--- config.mk ---
export PLATFORM = sky130hd
export DESIGN_NAME = multi_clk_divider
export DESIGN_NICKNAME = d
export VERILOG_FILES = /design/src/rtl/multi_clk_divider.sv
export SDC_FILE = /design/constraint.sdc
export NUM_CORES = 1
export LEC_CHECK = 0
export ABC_AREA = 1
export CORE_MARGIN = 5
export CORE_UTILIZATION = 63
export CTS_CLUSTER_DIAMETER = 150
export DETAILED_ROUTE_END_ITERATION = 6
export PLACE_DENSITY = 0.84
export REMOVE_ABC_BUFFERS = 1
export SLEW_MARGIN = 5
export SYNTH_ARGS = -nofsm -noshare
export SYNTH_HDL_FRONTEND = slang
export SYNTH_SLANG_ARGS = --single-unit
--- constraint.sdc ---
create_clock -name clk_12m_in -period 2.9 [get_ports clk_12m_in]
set_input_delay 0.435 -clock clk_12m_in [delete_from_list [all_inputs] [get_ports clk_12m_in]]
set_output_delay 0.435 -clock clk_12m_in [all_outputs]
set_load 0.005 [all_outputs]
--- src/rtl/multi_clk_divider.sv ---
// multi_clk_divider: NUM_CH programmable 50 % duty clock dividers with per-rise ticks.
// Divisors reload only at half-period boundaries, so no runt pulses reach the outputs.
module multi_clk_divider #(
  parameter int NUM_CH    = 4,
  parameter int CNT_W     = 20,
  parameter int DIV_RESET = 100000,
  parameter int CH_W      = 2
) (
  input  logic              clk_12m_in,
  input  logic              reset_b,
  input  logic              wr_en,
  input  logic [CH_W-1:0]   wr_ch,
  input  logic [CNT_W-1:0]  wr_div,
  input  logic [NUM_CH-1:0] ch_en,
  input  logic              sync_restart,
  output logic [NUM_CH-1:0] clk_out,
  output logic [NUM_CH-1:0] tick_out
);
  for (genvar i = 0; i < NUM_CH; i++) begin : g_ch
    logic [CNT_W-1:0] cnt_q, cnt_d, shd_q, shd_d, act_q, act_d;
    logic clk_q, clk_d, tck_q, tck_d, idle, hit;
    // shd_d doubles as the bypass value, so a write on a reload edge is used at once
    always_comb begin
      shd_d = (wr_en && wr_ch == CH_W'(i)) ? wr_div : shd_q;
      idle  = sync_restart || !ch_en[i] || act_q == '0;
      hit   = cnt_q == act_q - CNT_W'(1);
      cnt_d = (idle || hit) ? '0 : cnt_q + CNT_W'(1);
      clk_d = idle ? 1'b0 : clk_q ^ hit;
      tck_d = !idle && hit && !clk_q;
      act_d = (idle || hit) ? shd_d : act_q;
    end
    always_ff @(posedge clk_12m_in or negedge reset_b)
      if (!reset_b) begin
        cnt_q <= '0;
        shd_q <= CNT_W'(DIV_RESET);
        act_q <= CNT_W'(DIV_RESET);
        clk_q <= 1'b0;
        tck_q <= 1'b0;
      end else begin
        cnt_q <= cnt_d;
        shd_q <= shd_d;
        act_q <= act_d;
        clk_q <= clk_d;
        tck_q <= tck_d;
      end
    assign clk_out[i]  = clk_q;
    assign tick_out[i] = tck_q;
  end
endmodule

# --- Word level (Yosys, flattened, before mapping) ---
# Index checks and enable logic that the tools add are counted.
classes:
  add_sub_neg: 8
  n_mul: 0
  n_div: 0
  magnitude_cmp: 0
  eq_ne: 7
  shift: 0
  muxes: 12
  bitwise: 4
  n_reduce_logical: 41
ops:
  columns: ["operator", "count"]
  rows:
  - ["$mux W20", 8]
  - ["$add A20 B1 Y20 const B", 4]
  - ["$eq A20 B20 Y1", 4]
  - ["$logic_not A20 Y1", 4]
  - ["$sub A20 B1 Y20 const B", 4]
  - ["$logic_and A1 B1 Y1", 12]
  - ["$logic_not A1 Y1", 12]
  - ["$logic_or A1 B1 Y1", 12]
  - ["$eq A2 B2 Y1 const B", 2]
  - ["$mux W1", 4]
  - ["$xor A1 B1 Y1", 4]
  - ["$eq A2 B1 Y1 const B", 1]
  - ["$logic_not A2 Y1", 1]
word_totals:
  regBits: 248
  latchBits: 0
  mem_bits_rw: 0
  romBits: 0
  wordCells: 92
  memories: 0

# --- Logic depth before layout (Yosys ltp) ---
logic_depth:
  word_depth: 6
  mapped_depth: 18

# --- Worst setup path after synthesis ---
# No wires, ideal clock.
synth_path:
  path_kind: "register -> register"
  start: "register g_ch[2].act_q[0]"
  end: "register g_ch[2].cnt_q[15]"
  setup_ns: 0.120
  arrival_time_ns: 1.979
  required_ns: 2.780
  slack_ns: 0.801
  path_stages_with_launch: 16
  path_buffers: 3
  synth_period_minus_slack_ns: 2.099
  path_cell_list: "dfrtp_1 > inv_1 > ha_1 > buf_2 > nand2_2 > nor2_4 > xor2_1 > nand2_1 > nor2_1 > nand2_1 > nor2_1 > nand2_1 > nand2_2 > buf_6 > buf_6 > nor2_1"
synth_via:
  elab_chain_len: 4
  word_cells_on_any_way: 6
  classes_between: "add/sub (1); eq/ne (1); mux (1); reduce/logical (3)"
synth_rtl:
  columns: ["item", "line_no", "text"]
  rows:
  - ["from (decl)", "20", "logic [CNT_W-1:0] cnt_q, cnt_d, shd_q, shd_d, act_q, act_d;"]
  - ["from (signal assigned)", "36", "act_q <= CNT_W'(DIV_RESET);"]
  - ["from (signal assigned)", "42", "act_q <= act_d;"]
  - ["$sub A20 B1 Y20 / $logic_not A20 Y1 (equally long branches)", "26, 25", null]
  - ["$eq A20 B20 Y1 / $logic_or A1 B1 Y1 (equally long branches)", "26, 25", null]
  - ["$logic_or A1 B1 Y1 *", "27", "cnt_d = (idle || hit) ? '0 : cnt_q + CNT_W'(1);"]
  - ["$mux W20 *", "27", null]
  - ["named net g_ch[2].cnt_d[15]", "20", null]
  - ["to (signal assigned)", "40", "cnt_q <= cnt_d;"]
  - ["to (decl)", "20", null]
# The timed path passes the listed nets; every way through them passes the cells marked *.
# A chain may end at the register's enable or synchronous reset.

# --- Final worst setup path ---
layout_path:
  start: "register g_ch[2].act_q[0]"
  end: "register g_ch[2].act_q[14]"
layout_via:
  elab_chain_len: 3
  word_cells_on_any_way: 5
  classes_between: "add/sub (1); eq/ne (1); reduce/logical (3)"
layout_rtl:
  columns: ["item", "line_no", "text"]
  rows:
  - ["$sub A20 B1 Y20 / $logic_not A20 Y1 (equally long branches)", "26, 25", null]
  - ["$eq A20 B20 Y1 / $logic_or A1 B1 Y1 (equally long branches)", "26, 25", null]
  - ["$logic_or A1 B1 Y1 *", "30", "act_d = (idle || hit) ? shd_d : act_q;"]
# Mark *: on every way between the ends. The rest lies on a longest branch, timed or not.

==> flow_summary_export.csv <==
group,metric,value,unit
place,post-place-ws,0.395,ns
sta,worst_pin_slew,0.525,ns
final_layout,area.growth.synth_to_final,11.1,%
final_layout,layout.nets,1959,
place,gp_congestion,0.977,
sta,worst_clock_skew,0.0137,ns
job,maxCapViolCount,0,
logic_synthesis,synthMuxAreaShare,0,%
logic_synthesis,yosys.area.top_type,"dfrtp_1",
sta,timing.final.ws_setup,0.360,ns
final_layout,fillers,1700,
grt,grt_overflow_total,0,
sta,hold_ws,0.459,ns
place,dpl.hpwl,23400,µm
cts,cts_root_buffer,"clkbuf_16",
critical_path,end_kind,"register",
logic_synthesis,synth-main-ff-cell,"dfrtp_1",
cts,clk_pin_slew,0.06,ns
critical_path,critPathRequiredTime,3.36,ns
sta,finalCritPeriodShare,87.6,%
floorplan,initial_core_util,64.4,%
sta,finalMaxSlewViolations,0,
cts,cts_resized,0,
logic_synthesis,syn-instance-count,1892,
logic_synthesis,syn_area_per_cell,7.45,µm²
logic_synthesis,synth_edf_count,0,
place,port-buffer-count,37,
cts,clkSinkCount,248,
power_and_ir_drop,peakVddDrop,482,µV
final_layout,register_area,0.00627,mm²
final_layout,n_antenna_cell,0,
drt,ant_nets,0,
grt,grt_max_degree,80,
sta,finalSetupTns,0,ns
final_layout,mostFrequentLayoutCells,"592 x nand2_1, 275 x nor2_1, 200 x dfrtp_1, 170 x nand3_1, 163 x inv_1",
cts,clkLatencyLatePin,0.54,ns
drt,drc,0,
sta,max_freq,394,MHz
sta,grt_setup_unrepaired,"no",
grt,grtUsageTotal,25.6,%
final_layout,final_common_cell,"nand2_1",
drt,drt-vias-per-instance,5.43,
logic_synthesis,ys_ff_latch,248,
logic_synthesis,synth_xor_area_share,8.33,%
sta,finalHoldViolations,0,
logic_synthesis,synth-compound-area-share,4.02,%
logic_synthesis,synth.area.top_cells,"dfrtp_1 36%, nand2_1 16%, dfstp_2 9.0%, nor2_1 7.3%, nand3_1 6.0%",
floorplan,ios,38,
floorplan,core,0.0219,mm²
cts,cts_buffer_depth,3,
power_and_ir_drop,p_per_area,648,mW/mm²
sta,fin_crit,2.54,ns
critical_path,cp.arrival,3.00,ns
drt,wirelength,32700,µm
logic_synthesis,yosys.area_share.simple,35.2,%
logic_synthesis,synth_top_family_by_area,"simple AND/OR/NAND/NOR gates",
logic_synthesis,syn_area,0.0141,mm²
sta,setup_viol,0,
drt,routedWlPerCell,14.8,µm
floorplan,rows,54,
final_layout,multi_input_area,0.00685,mm²
floorplan,die-area,0.0255,mm²
grt,grt_pass1_wl,55600,µm
cts,h-tree-depth,1,
logic_synthesis,yosys.area_share.adder,1.07,%
logic_synthesis,synth.distinct_cells,33,
logic_synthesis,ys_seq_area_share,44.5,%
logic_synthesis,synth.top_cell.area_share,35.5,%
floorplan,die_h,160,µm
critical_path,path_class,"register to register",
drt,firstDrtPassIters,5,
power_and_ir_drop,leakagePower,7.59,nW
grt,grt_pass1_vias,11617,
final_layout,drive_gt1_share,8.42,%
drt,routed-via-count,12049,
grt,grt_antenna_before_repair,0,
cts,post_cts_buffers,0,
cts,cts_tree,"done",
hold_path,hp-class,"input port to asynchronous set/reset pin",
logic_synthesis,yosysWarnings,0,
critical_path,path_max_fanout,39,
drt,first_iter_violations,873,
run_status,status,"finished clean",
logic_synthesis,async_flop_share,100,%
floorplan,chipWidth,160,µm
critical_path,setup.worst_path.start_class,"register",
cts,numCtsBuffers,26,
sta,relSlewSlack,65.0,%
==> report_power, final <==
group | total, mW | switching, mW | internal [mW]
Clock | 3.79 | 1.39 | 2.40
Combinational | 2.11 | 1.35 | 0.760
Sequential | 4.25 | 0.334 | 3.91
==> final cells by class <==
| cell class | count | area share (%) |
|---|---|---|
| sequential | 248 | 40.0 |
| tap | 280 | 2.24 |
| inverter | 163 | 3.91 |
| clock inverter | 17 | 1.74 |
| timing repair buffer | 58 | 3.74 |
| multi-input combinational | 1420 | 43.8 |
| clock buffer | 31 | 4.60 |
==> cells in the mapped netlist (22+ instances only) <==
cell type and number:
xor2_1 71, o21ai_0 97, xnor2_1 63, nand3b_1 22, nand4_1 35, nand2_1 592
inv_1 163, dfrtp_1 200, nor2_2 22, dfstp_2 48, nand3_1 170, nor2_1 275
==> through the flow <==
stage | instances | utilization, % | power (mW) | area, µm²
finish | 2217 | 71.5 | 10.1 | 15700
global placement | 2168 | 66.9 | 6.29 | 14700
CTS | 2217 | 71.5 | 10.2 | 15700
detailed placement | 2168 | 66.9 | 6.38 | 14700
global route | 2217 | 71.5 | 10.7 | 15700
floorplan | 1831 | - | 5.77 | 13700
==> critical path: stages, from the launching register on <==
cell and delay [ns]:
dfrtp_1 0.39, inv_1 0.13, ha_1 0.35, nand2_2 0.14, nor2_1 0.19, nand2_1 0.10
nand3_1 0.10, nand2_1 0.06, nor2_1 0.10, nand3_1 0.10, nor2_1 0.13, nand2_1 0.09
nand2_2 0.06, buf_4 0.35, nand2_1 0.10, nand2_1 0.08
==> state kept, by name, indices dropped and copies added (netlist names) <==
signal / flops
g_ch.act_q: 80
g_ch.cnt_q: 80
g_ch.tck_q: 4
g_ch.shd_q: 80
g_ch.clk_q: 4
==> kinds of logic after synthesis <==
family | count (synthesis)
AO/OA/AOI/OAI | 109
flip-flops | 248
XOR/XNOR | 134
AND/OR/NAND/NOR | 1165
buffers and inverters | 224
adder cells (fa/ha/maj) | 12
==> metal layers <==
layer  track usage, %  routed length, µm  part of all wire [%]
met4             6.13                718                   2.2
met1             35.8              14400                    44
met3             3.65               1800                   5.5
met2             42.5              15800                    48
met5                0                  0                     0
==> final timing paths <==
check,start,endpoint,slack [ns],depth (start not counted)
max,g_ch[2].act_q[0],g_ch[2].act_q[14],0.36,15
max reg2reg,g_ch[2].act_q[0],g_ch[2].act_q[14],0.36,15
min in group clk_12m_in,g_ch[0].shd_q[1],g_ch[0].shd_q[1],0.50,2
min,reset_b,g_ch[2].cnt_q[7],0.46,2
min reg2reg,g_ch[0].shd_q[1],g_ch[0].shd_q[1],0.50,2
max in group asynchronous,reset_b,g_ch[3].act_q[16],1.61,3
==> timing repair <==
action / in CTS / in global routing
hold buffers: 1 / 0
setup endpoints to repair: 0 / 0
endpoints found under the hold margin: 57 / 0
(Power assumes the default switching activity.)
